--- src/rtl/accel_servo_pkg.sv ---
// Shared constants, FSM encoding and the per-axis control struct for the
// accelerometer-driven servo controller.
package accel_servo_pkg;

    localparam int FRAME_US    = 20000;
    localparam int CENTER_US   = 1500;
    localparam int CLAMP_MIN   = -256;
    localparam int CLAMP_MAX   = 255;
    localparam int SCALE_MUL   = 125;
    localparam int SCALE_SHIFT = 6;
    localparam int HIST_DEPTH  = 4;
    localparam int SAMPLE_W    = 10;
    localparam int WIDTH_W     = 11;
    localparam int SUM_W       = 12;
    localparam int PROD_W      = 18;

    typedef enum logic [2:0] {
        ST_IDLE    = 3'd0,
        ST_CAPTURE = 3'd1,
        ST_ACCUM   = 3'd2,
        ST_SCALE   = 3'd3,
        ST_DONE    = 3'd4
    } servo_state_t;

    typedef struct packed {
        logic capture;
        logic accum;
        logic scale;
        logic done;
    } axis_ctrl_t;

    // Limit a raw sample to +/-1 g.
    function automatic logic signed [SAMPLE_W-1:0] clamp_sample(
        input logic signed [SAMPLE_W-1:0] v
    );
        if (v < SAMPLE_W'(CLAMP_MIN))
            return SAMPLE_W'(CLAMP_MIN);
        else if (v > SAMPLE_W'(CLAMP_MAX))
            return SAMPLE_W'(CLAMP_MAX);
        else
            return v;
    endfunction

endpackage

--- src/rtl/servo_axis_map.sv ---
// One axis of the tilt-to-pulse mapping: clamp, 4-deep moving sum, and
// scaling of the average into a servo pulse width in microseconds.
module servo_axis_map
    import accel_servo_pkg::*;
(
    input  logic                clk,
    input  logic                rst,
    input  axis_ctrl_t          ctrl,
    input  logic [SAMPLE_W-1:0] sample,
    output logic [WIDTH_W-1:0]  width_next
);

    logic signed [SAMPLE_W-1:0] clamped;
    logic signed [SAMPLE_W-1:0] hist [HIST_DEPTH];
    logic signed [SUM_W-1:0]    sum;
    logic signed [SUM_W-1:0]    sum_new;
    logic signed [SUM_W-1:0]    avg;
    logic signed [PROD_W-1:0]   prod;
    logic signed [PROD_W-1:0]   width_calc;
    logic [WIDTH_W-1:0]         scaled;

    // Sum of the history as it will look after this shift.
    always_comb begin
        sum_new = SUM_W'(clamped);
        for (int i = 0; i < HIST_DEPTH - 1; i++)
            sum_new = sum_new + SUM_W'(hist[i]);
    end

    assign avg        = sum >>> $clog2(HIST_DEPTH);
    assign prod       = PROD_W'(avg) * PROD_W'(SCALE_MUL);
    assign width_calc = PROD_W'(CENTER_US) + (prod >>> SCALE_SHIFT);

    always_ff @(posedge clk) begin
        if (rst) begin
            clamped <= '0;
            for (int i = 0; i < HIST_DEPTH; i++)
                hist[i] <= '0;
            sum        <= '0;
            scaled     <= WIDTH_W'(CENTER_US);
            width_next <= WIDTH_W'(CENTER_US);
        end else begin
            if (ctrl.capture)
                clamped <= clamp_sample($signed(sample));
            if (ctrl.accum) begin
                hist[0] <= clamped;
                for (int i = 1; i < HIST_DEPTH; i++)
                    hist[i] <= hist[i-1];
                sum <= sum_new;
            end
            if (ctrl.scale)
                scaled <= width_calc[WIDTH_W-1:0];
            if (ctrl.done)
                width_next <= scaled;
        end
    end

endmodule

--- src/rtl/accel_servo_ctrl.sv ---
// Two-axis servo driver: 1 us timebase, 20 ms PWM frame, and a per-frame
// sequencer that turns accelerometer samples into pulse widths.
module accel_servo_ctrl
    import accel_servo_pkg::*;
#(
    parameter int CLK_FREQ     = 50_000_000,
    parameter int US_DIV       = CLK_FREQ / 1_000_000,
    parameter int FRAME_LEN_US = FRAME_US
)(
    input  logic                clk,
    input  logic                rst,
    input  logic [SAMPLE_W-1:0] x_in,
    input  logic [SAMPLE_W-1:0] y_in,
    input  logic                hold,
    output logic                pwm_x,
    output logic                pwm_y,
    output logic [WIDTH_W-1:0]  width_x,
    output logic [WIDTH_W-1:0]  width_y,
    output logic                sample_valid
);

    localparam int NUM_AXES = 2;
    localparam int PRE_W    = (US_DIV > 1) ? $clog2(US_DIV) : 1;
    localparam int US_W     = $clog2(FRAME_LEN_US);
    localparam int CMP_W    = (US_W > WIDTH_W) ? US_W : WIDTH_W;

    logic [PRE_W-1:0]                  pre_cnt;
    logic [US_W-1:0]                   us_cnt;
    logic                              us_tick;
    logic                              frame_start;
    servo_state_t                      state, state_next;
    axis_ctrl_t                        ctrl;
    logic [NUM_AXES-1:0][SAMPLE_W-1:0] samples;
    logic [NUM_AXES-1:0][WIDTH_W-1:0]  width_next;
    logic [NUM_AXES-1:0][WIDTH_W-1:0]  width_act;
    logic [NUM_AXES-1:0]               pwm_q;

    assign us_tick     = (pre_cnt == PRE_W'(US_DIV - 1));
    assign frame_start = us_tick && (us_cnt == US_W'(FRAME_LEN_US - 1));

    always_ff @(posedge clk) begin
        if (rst) begin
            pre_cnt <= '0;
            us_cnt  <= '0;
        end else begin
            pre_cnt <= us_tick ? '0 : pre_cnt + 1'b1;
            if (us_tick)
                us_cnt <= (us_cnt == US_W'(FRAME_LEN_US - 1)) ? '0 : us_cnt + 1'b1;
        end
    end

    always_ff @(posedge clk) begin
        if (rst) state <= ST_IDLE;
        else     state <= state_next;
    end

    always_comb begin
        state_next = state;
        case (state)
            ST_IDLE:    if (frame_start && !hold) state_next = ST_CAPTURE;
            ST_CAPTURE: state_next = ST_ACCUM;
            ST_ACCUM:   state_next = ST_SCALE;
            ST_SCALE:   state_next = ST_DONE;
            ST_DONE:    state_next = ST_IDLE;
            default:    state_next = ST_IDLE;
        endcase
    end

    always_comb begin
        ctrl         = '0;
        ctrl.capture = (state == ST_CAPTURE);
        ctrl.accum   = (state == ST_ACCUM);
        ctrl.scale   = (state == ST_SCALE);
        ctrl.done    = (state == ST_DONE);
        sample_valid = (state == ST_DONE);
    end

    assign samples = {y_in, x_in};

    for (genvar a = 0; a < NUM_AXES; a++) begin : g_axis
        servo_axis_map u_map (
            .clk        (clk),
            .rst        (rst),
            .ctrl       (ctrl),
            .sample     (samples[a]),
            .width_next (width_next[a])
        );
    end

    // Active widths only move on the frame boundary so a pulse is never cut short.
    always_ff @(posedge clk) begin
        if (rst) begin
            for (int a = 0; a < NUM_AXES; a++)
                width_act[a] <= WIDTH_W'(CENTER_US);
            pwm_q <= '0;
        end else begin
            if (frame_start)
                width_act <= width_next;
            for (int a = 0; a < NUM_AXES; a++)
                pwm_q[a] <= (CMP_W'(us_cnt) < CMP_W'(width_act[a]));
        end
    end

    assign pwm_x   = pwm_q[0];
    assign pwm_y   = pwm_q[1];
    assign width_x = width_act[0];
    assign width_y = width_act[1];

endmodule
--- config.mk ---
export PLATFORM = sky130hd
export DESIGN_NAME = accel_servo_ctrl
export DESIGN_NICKNAME = d
export VERILOG_FILES = /design/src/rtl/accel_servo_pkg.sv /design/src/rtl/servo_axis_map.sv /design/src/rtl/accel_servo_ctrl.sv
export SDC_FILE = /design/constraint.sdc
export NUM_CORES = 1
export LEC_CHECK = 0
export BUFFER_PORTS_ARGS = -buffer_cell sky130_fd_sc_hd__buf_2
export CORE_MARGIN = 5
export CORE_UTILIZATION = 30
export CTS_CLUSTER_DIAMETER = 30
export DETAILED_ROUTE_END_ITERATION = 8
export PLACE_DENSITY = 0.48
export SLEW_MARGIN = 0
export SYNTH_ARGS = -nofsm -noshare
export SYNTH_HDL_FRONTEND = slang
export SYNTH_SLANG_ARGS = --single-unit
--- constraint.sdc ---
create_clock -name clk -period 6.4 [get_ports clk]
set_input_delay 0.96 -clock clk [delete_from_list [all_inputs] [get_ports clk]]
set_output_delay 0.96 -clock clk [all_outputs]
set_load 0.02 [all_outputs]
==> results of run 1 <==
-- registers in the layout, summed over array words and instances (netlist names) --
signal,cells
g_axis.u_map.clamped,20
g_axis.u_map.hist,60
g_axis.u_map.scaled,22
g_axis.u_map.sum,20
g_axis.u_map.width_next,22
pre_cnt,6
pwm_q,2
state,3
us_cnt,15
width_x,11
width_y,11
-- synth_stat cells, types with 3 or more instances --
master,count
o21ai_1,8
nor4_1,3
o22ai_1,14
o211ai_1,24
xnor2_1,38
fa_1,107
and3_1,63
mux2i_1,12
ha_1,124
nor2b_1,9
clkbuf_1,49
a211oi_1,4
nor3b_1,3
xor2_1,38
o21ai_0,39
a31oi_1,4
nor2_1,68
nand3_1,31
dfxtp_1,132
and2_1,7
nand2_1,123
inv_1,212
a21o_1,26
buf_1,4
a2111oi_0,3
nor3_1,20
a221oi_1,3
nand4_1,5
a21oi_1,69
edfxtp_1,60
o21a_1,3
or2_2,6
or3_1,4
nand3b_1,7
nand2b_1,12
o32ai_1,3
-- report_power, final --
part / internal, mW / switching [mW]
clock network: 0.517 / 0.523
registers: 1.27 / 0.0104
logic: 0.0835 / 0.113
-- area by class of cell --
| cell class | count | area (µm²) |
|---|---|---|
| fillers | 4610 | 29400 |
| multi-input cells | 919 | 7830 |
| flip-flops and latches | 192 | 4440 |
| inverters | 213 | 800 |
| well taps | 592 | 741 |
| clock buffers | 17 | 425 |
| repair buffers | 54 | 288 |
| clock inverters | 15 | 143 |
-- final timing paths --
path,startpoint,endpoint,slack (ns)
max,g_axis[0].u_map.sum[10],g_axis[0].u_map.scaled[10],1.13
min,g_axis[1].u_map.scaled[9],g_axis[1].u_map.width_next[9],0.45
max reg2reg,g_axis[0].u_map.sum[10],g_axis[0].u_map.scaled[10],1.13
min reg2reg,g_axis[1].u_map.scaled[9],g_axis[1].u_map.width_next[9],0.45
-- cells in the final DEF, fill, tap and decap left out, types with 31 or more instances in the layout --
cell type	count
inv_1	211
dfxtp_1	132
ha_1	124
nand2_1	123
fa_1	107
a21oi_1	69
nor2_1	68
and3_1	63
edfxtp_1	60
buf_2	47
o21ai_0	39
xnor2_1	38
xor2_1	38
nand3_1	31
-- worst max-delay path, cell delays in order (launching register included) --
cell and delay (ns):
dfxtp_1 0.44, inv_1 0.18, fa_1 0.47, fa_1 0.49, inv_1 0.05, fa_1 0.52, inv_1 0.05, fa_1 0.53
inv_1 0.04, ha_1 0.38, o21ai_1 0.13, o211ai_1 0.21, o221ai_2 0.23, or2_1 0.31, a32oi_1 0.40, a211oi_1 0.15
a221oi_1 0.24, o22ai_1 0.13, xnor2_1 0.14, o21ai_1 0.06
-- metrics by stage --
stage | instances | cell area [µm²] | worst slack, ns | utilization [%]
CTS | 2002 | 14700 | 1.11 | 33.3
detailed placement | 1970 | 14100 | 1.12 | 32.0
finish | 2002 | 14700 | 1.13 | 33.3
floorplan | 1379 | 13300 | 1.52 | -
global placement | 1970 | 14100 | 1.20 | 32.0
global route | 2002 | 14700 | 0.667 | 33.3
-- metal layers --
| metal | track usage (%) | part of all wire [%] |
|---|---|---|
| met5 | 0 | 0 |
| met4 | 2.70 | 1.0 |
| met3 | 2.33 | 3.2 |
| met2 | 18.9 | 45 |
| met1 | 16.5 | 51 |
-- cell families after synthesis --
logic type      Yosys count  share of synthesized area, %
compound gates          224                          11.0
buf+inv                 268                          7.60
xor+xnor                 76                          5.01
fa+ha+maj               231                          27.8
mux                      13                          1.01
flops                   192                          33.5
simple gates            375                          14.1
==> results_dict.tcl, run 1 <==
set metrics [dict create \
    p_leak_nw 6.92 \
    finalCritPeriodShare_pct 82.3 \
    synthCells 1379 \
    synth_edf_count 60 \
    whs_path_depth 2 \
    clock_sinks 192 \
    cts_resized 0 \
    rsz0062_at_grt "no" \
    antenna_found_initial 1 \
    drt-vias-per-instance 4.49 \
    ys_warn_count 0 \
    synth_top_cells_by_area "dfxtp_1 (20%), fa_1 (16%), edfxtp_1 (14%), ha_1 (12%), inv_1 (6.0%)" \
    num_vias 8988 \
    setup_viol 0 \
    post_cts_buffers 0 \
    async_reset_ff_share_pct 0 \
    die_y_um 220 \
    period_minus_slack_ns 5.27 \
    grt_pass1_vias 9264 \
    arrival_ns 5.60 \
    ys_seq_elements 192 \
    cts_hold_buf 0 \
    worstPathMaxFanout 9 \
    cts_max_level 4 \
    fp.dieW_um 220 \
    tightest_slew_ns 0.967 \
    syn-num-nets 1633 \
    synth_top_cell_by_area "dfxtp_1" \
    ff2ff_path_depth 19 \
    wl_um 27200 \
    critPathLaunchType "flip-flop" \
    irDropWorstVdd_mv 0.140 \
    power.density_nw_per_um2 171 \
    fmax_ghz 0.190 \
    cts_buffers 17 \
    clk_latency_ns 0.45 \
    status "complete, no violations" \
    synth_seq_area_share_pct 33.5 \
    synth_cell_types 71 \
    criticalPathCategory "reg2reg" \
    fin_skew_ns 0.0113 \
    clockRootBuffer "clkbuf_16" \
    avgSynthCellArea_um2 9.63 \
    clk_pin_slew_ns 0.08 \
    die_area_um2 48600 \
    cts_tree "yes" \
    crit_required_ns 6.73 \
    hold_path_class "reg2reg" \
    grt_first_pass_wirelength_um 46900 \
    synth_ff_type "dfxtp_1" \
    drt_first_pass_iters 4 \
    grt_max_degree 65 \
    holdWs_ns 0.454 \
    synthToLayoutAreaGrowth_pct 10.5 \
    endpoint_kind "flip-flop" \
    finalPower_mw 2.52 \
    wl_per_cell_um 13.6 \
    num_rows 77 \
    drtIter0Drc 392 \
    port_buffers 47 \
    ant_nets 0 \
    gp_congestion 0.798 \
    drc_errors 0 \
    io_pins 48 \
    gr-total-overflow 0 \
    insertedDiodeCount 0 \
    drive_above_1_share_pct 7.87 \
    slew_violations 0 \
    nets 1651 \
    netlist.area_leader.share_pct 19.9 \
    start_util_pct 30.1 \
    core_um2 44000 \
    tns_ns 0 \
    track_usage_pct 11.8 \
    clock_path_buffers 2 \
    dpl.hpwl_um 20800 \
    hold_viol 0 \
    slew_headroom_pct 35.2 \
    drv_cap 0 \
    synthesis.area_um2 13300 \
]
(Power assumes the default switching activity.)
==> inputs of run 2 (changes only) <==
Settings changed: PLACE_DENSITY 0.48 to 0.49.
Clock period 6.4 ns to 4.8 ns, I/O delays scaled along.
==> results_dict.tcl, run 2 (synthesized netlist as in run 1, its figures left out) <==
set metrics [dict create \
    core_um2 44000 \
    clock_power_share_pct 43.6 \
    swShare_pct 23.0 \
    power_frac_seq_pct 48.9 \
    drive_above_1_share_pct 18.3 \
    pwr-share-comb_pct 7.5 \
    finalCritPeriodShare_pct 99.8 \
    slew_violations 0 \
    ant_nets 0 \
    irDropWorstVdd_mv 0.266 \
    grt_pass1_vias 9400 \
    use_met3_pct 2.26 \
    cts_max_level 4 \
    die_y_um 220 \
    cts_hold_buf 0 \
    intPower_mw 2.69 \
    fp.dieW_um 220 \
    p_sw_mw 0.802 \
    drt_first_pass_iters 4 \
    hold_path_class "reg2reg" \
    power.density_nw_per_um2 221 \
    clock_sinks 192 \
    drtIter0Drc 327 \
    arrival_ns 5.13 \
    setup_viol 0 \
    holdWs_ns 0.455 \
    busiest_layer "met2" \
    n_fill_cell 4495 \
    drt-vias-per-instance 4.46 \
    port_buffers 47 \
    period_minus_slack_ns 4.79 \
    final_common_cell "inv_1" \
    clock_path_buffers 2 \
    nets 1736 \
    num_rows 77 \
    clockRootBuffer "clkbuf_16" \
    cts_tree "yes" \
    drc_errors 0 \
    tns_ns 0 \
    use_met2_pct 18.7 \
    largest_reg_flops 60 \
    critPathLaunchType "flip-flop" \
    p_leak_nw 7.39 \
    status "complete, no violations" \
    antenna_found_initial 0 \
    gr-total-overflow 0 \
    layout_common_cells "inv_1 (193), nand2_1 (122), dfxtp_1 (120)" \
    gp_congestion 0.771 \
    num_vias 9302 \
    use_met1_pct 16.2 \
    largestRegisters "g_axis.u_map.hist (60), g_axis.u_map.scaled (22), g_axis.u_map.width_next (22)" \
    track_usage_pct 11.7 \
    endpoint_kind "flip-flop" \
    dpl.hpwl_um 20900 \
    synthToLayoutAreaGrowth_pct 19.1 \
    fin_skew_ns 0.0151 \
    drv_cap 0 \
    slew_headroom_pct 32.3 \
    grt_first_pass_wirelength_um 46500 \
    largest-register "g_axis.u_map.hist" \
    wl_per_cell_um 13.0 \
    criticalPathCategory "reg2reg" \
    clk_pin_slew_ns 0.07 \
    rsz0062_at_grt "yes" \
    hold_viol 0 \
    die_area_um2 48600 \
    clk_latency_ns 0.46 \
    start_util_pct 30.1 \
    crit_required_ns 5.14 \
    fmax_ghz 0.209 \
    worstPathMaxFanout 5 \
    grt_max_degree 64 \
    io_pins 48 \
    insertedDiodeCount 0 \
    tightest_slew_ns 1.01 \
    cts_buffers 17 \
    wl_um 27100 \
]
[run 2: changes by cell type in the layout (fill, tap and decap cells not counted), sizes merged]
| cell | previous run | this run |
|---|---|---|
| clkbuf | 17 | 18 |
| buf | 54 | 139 |
| inv | 221 | 214 |
| clkinvlp | 3 | 2 |
| clkinv | 4 | 7 |
| bufinv | 0 | 4 |
[run 2: power by group through the flow]
stage	sequential, mW	combinational, mW	clock (mW)
floorplan	1.74	0.197	0
CTS	1.71	0.271	1.56
global placement	1.74	0.269	0
detailed placement	1.74	0.268	0
finish	1.71	0.263	1.52
global route	1.71	0.305	1.63
[run 2: path summary, 6_finish.rpt]
path,start,endpoint,slack [ns],cells after the start
max,g_axis[0].u_map.sum[8],g_axis[0].u_map.scaled[10],0.01,19
min,g_axis[0].u_map.scaled[1],g_axis[0].u_map.scaled[1],0.46,2
max reg2reg,g_axis[0].u_map.sum[8],g_axis[0].u_map.scaled[10],0.01,19
min reg2reg,g_axis[0].u_map.scaled[1],g_axis[0].u_map.scaled[1],0.46,2
[run 2: per-layer routing]
metal | vias up | part of all wire, %
met5 | - | 0
met1 | 4390 | 51
met4 | 0 | 1.5
li1 | 4800 | -
met2 | 85 | 46
met3 | 27 | 2.4
[run 2: metrics by stage]
stage               util, %  power [mW]  area, µm²  setup WS [ns]  std cells
floorplan                 -        1.94      13300        -0.0120       1379
global route           35.9        3.65      15800         -0.204       2087
detailed placement     33.2        2.01      14600         -0.155       2035
global placement       33.2        2.01      14600        -0.0382       2035
finish                 35.9        3.49      15800         0.0102       2087
CTS                    34.9        3.54      15400        -0.0326       2072
[run 2: repair_timing]
action,CTS,global route
resized for setup,20,79
setup buffers,5,15
pin swaps,18,55
endpoints found under the setup margin,4,8
[run 2: critical path, cell delays in order (launching register included)]
cell,delay [ns]
dfxtp_2,0.34
inv_1,0.09
fa_1,0.50
fa_1,0.49
inv_1,0.05
fa_1,0.53
inv_1,0.05
fa_1,0.53
inv_1,0.07
ha_4,0.30
o21ai_4,0.07
o211ai_1,0.27
o221ai_4,0.18
or2_4,0.29
a32oi_4,0.21
a211oi_2,0.10
a221oi_1,0.24
o22ai_1,0.13
xnor2_1,0.17
o21ai_1,0.07
[run 2: cell type report]
cell class / instances / area, µm² / area share, %
clock buffers: 18 / 439 / 2.78
repair buffers: 139 / 961 / 6.08
multi-input cells: 919 / 8220 / 52.0
well taps: 592 / 741 / 4.68
flip-flops and latches: 192 / 4460 / 28.2
clock inverters: 14 / 188 / 1.19
inverters: 213 / 802 / 5.07
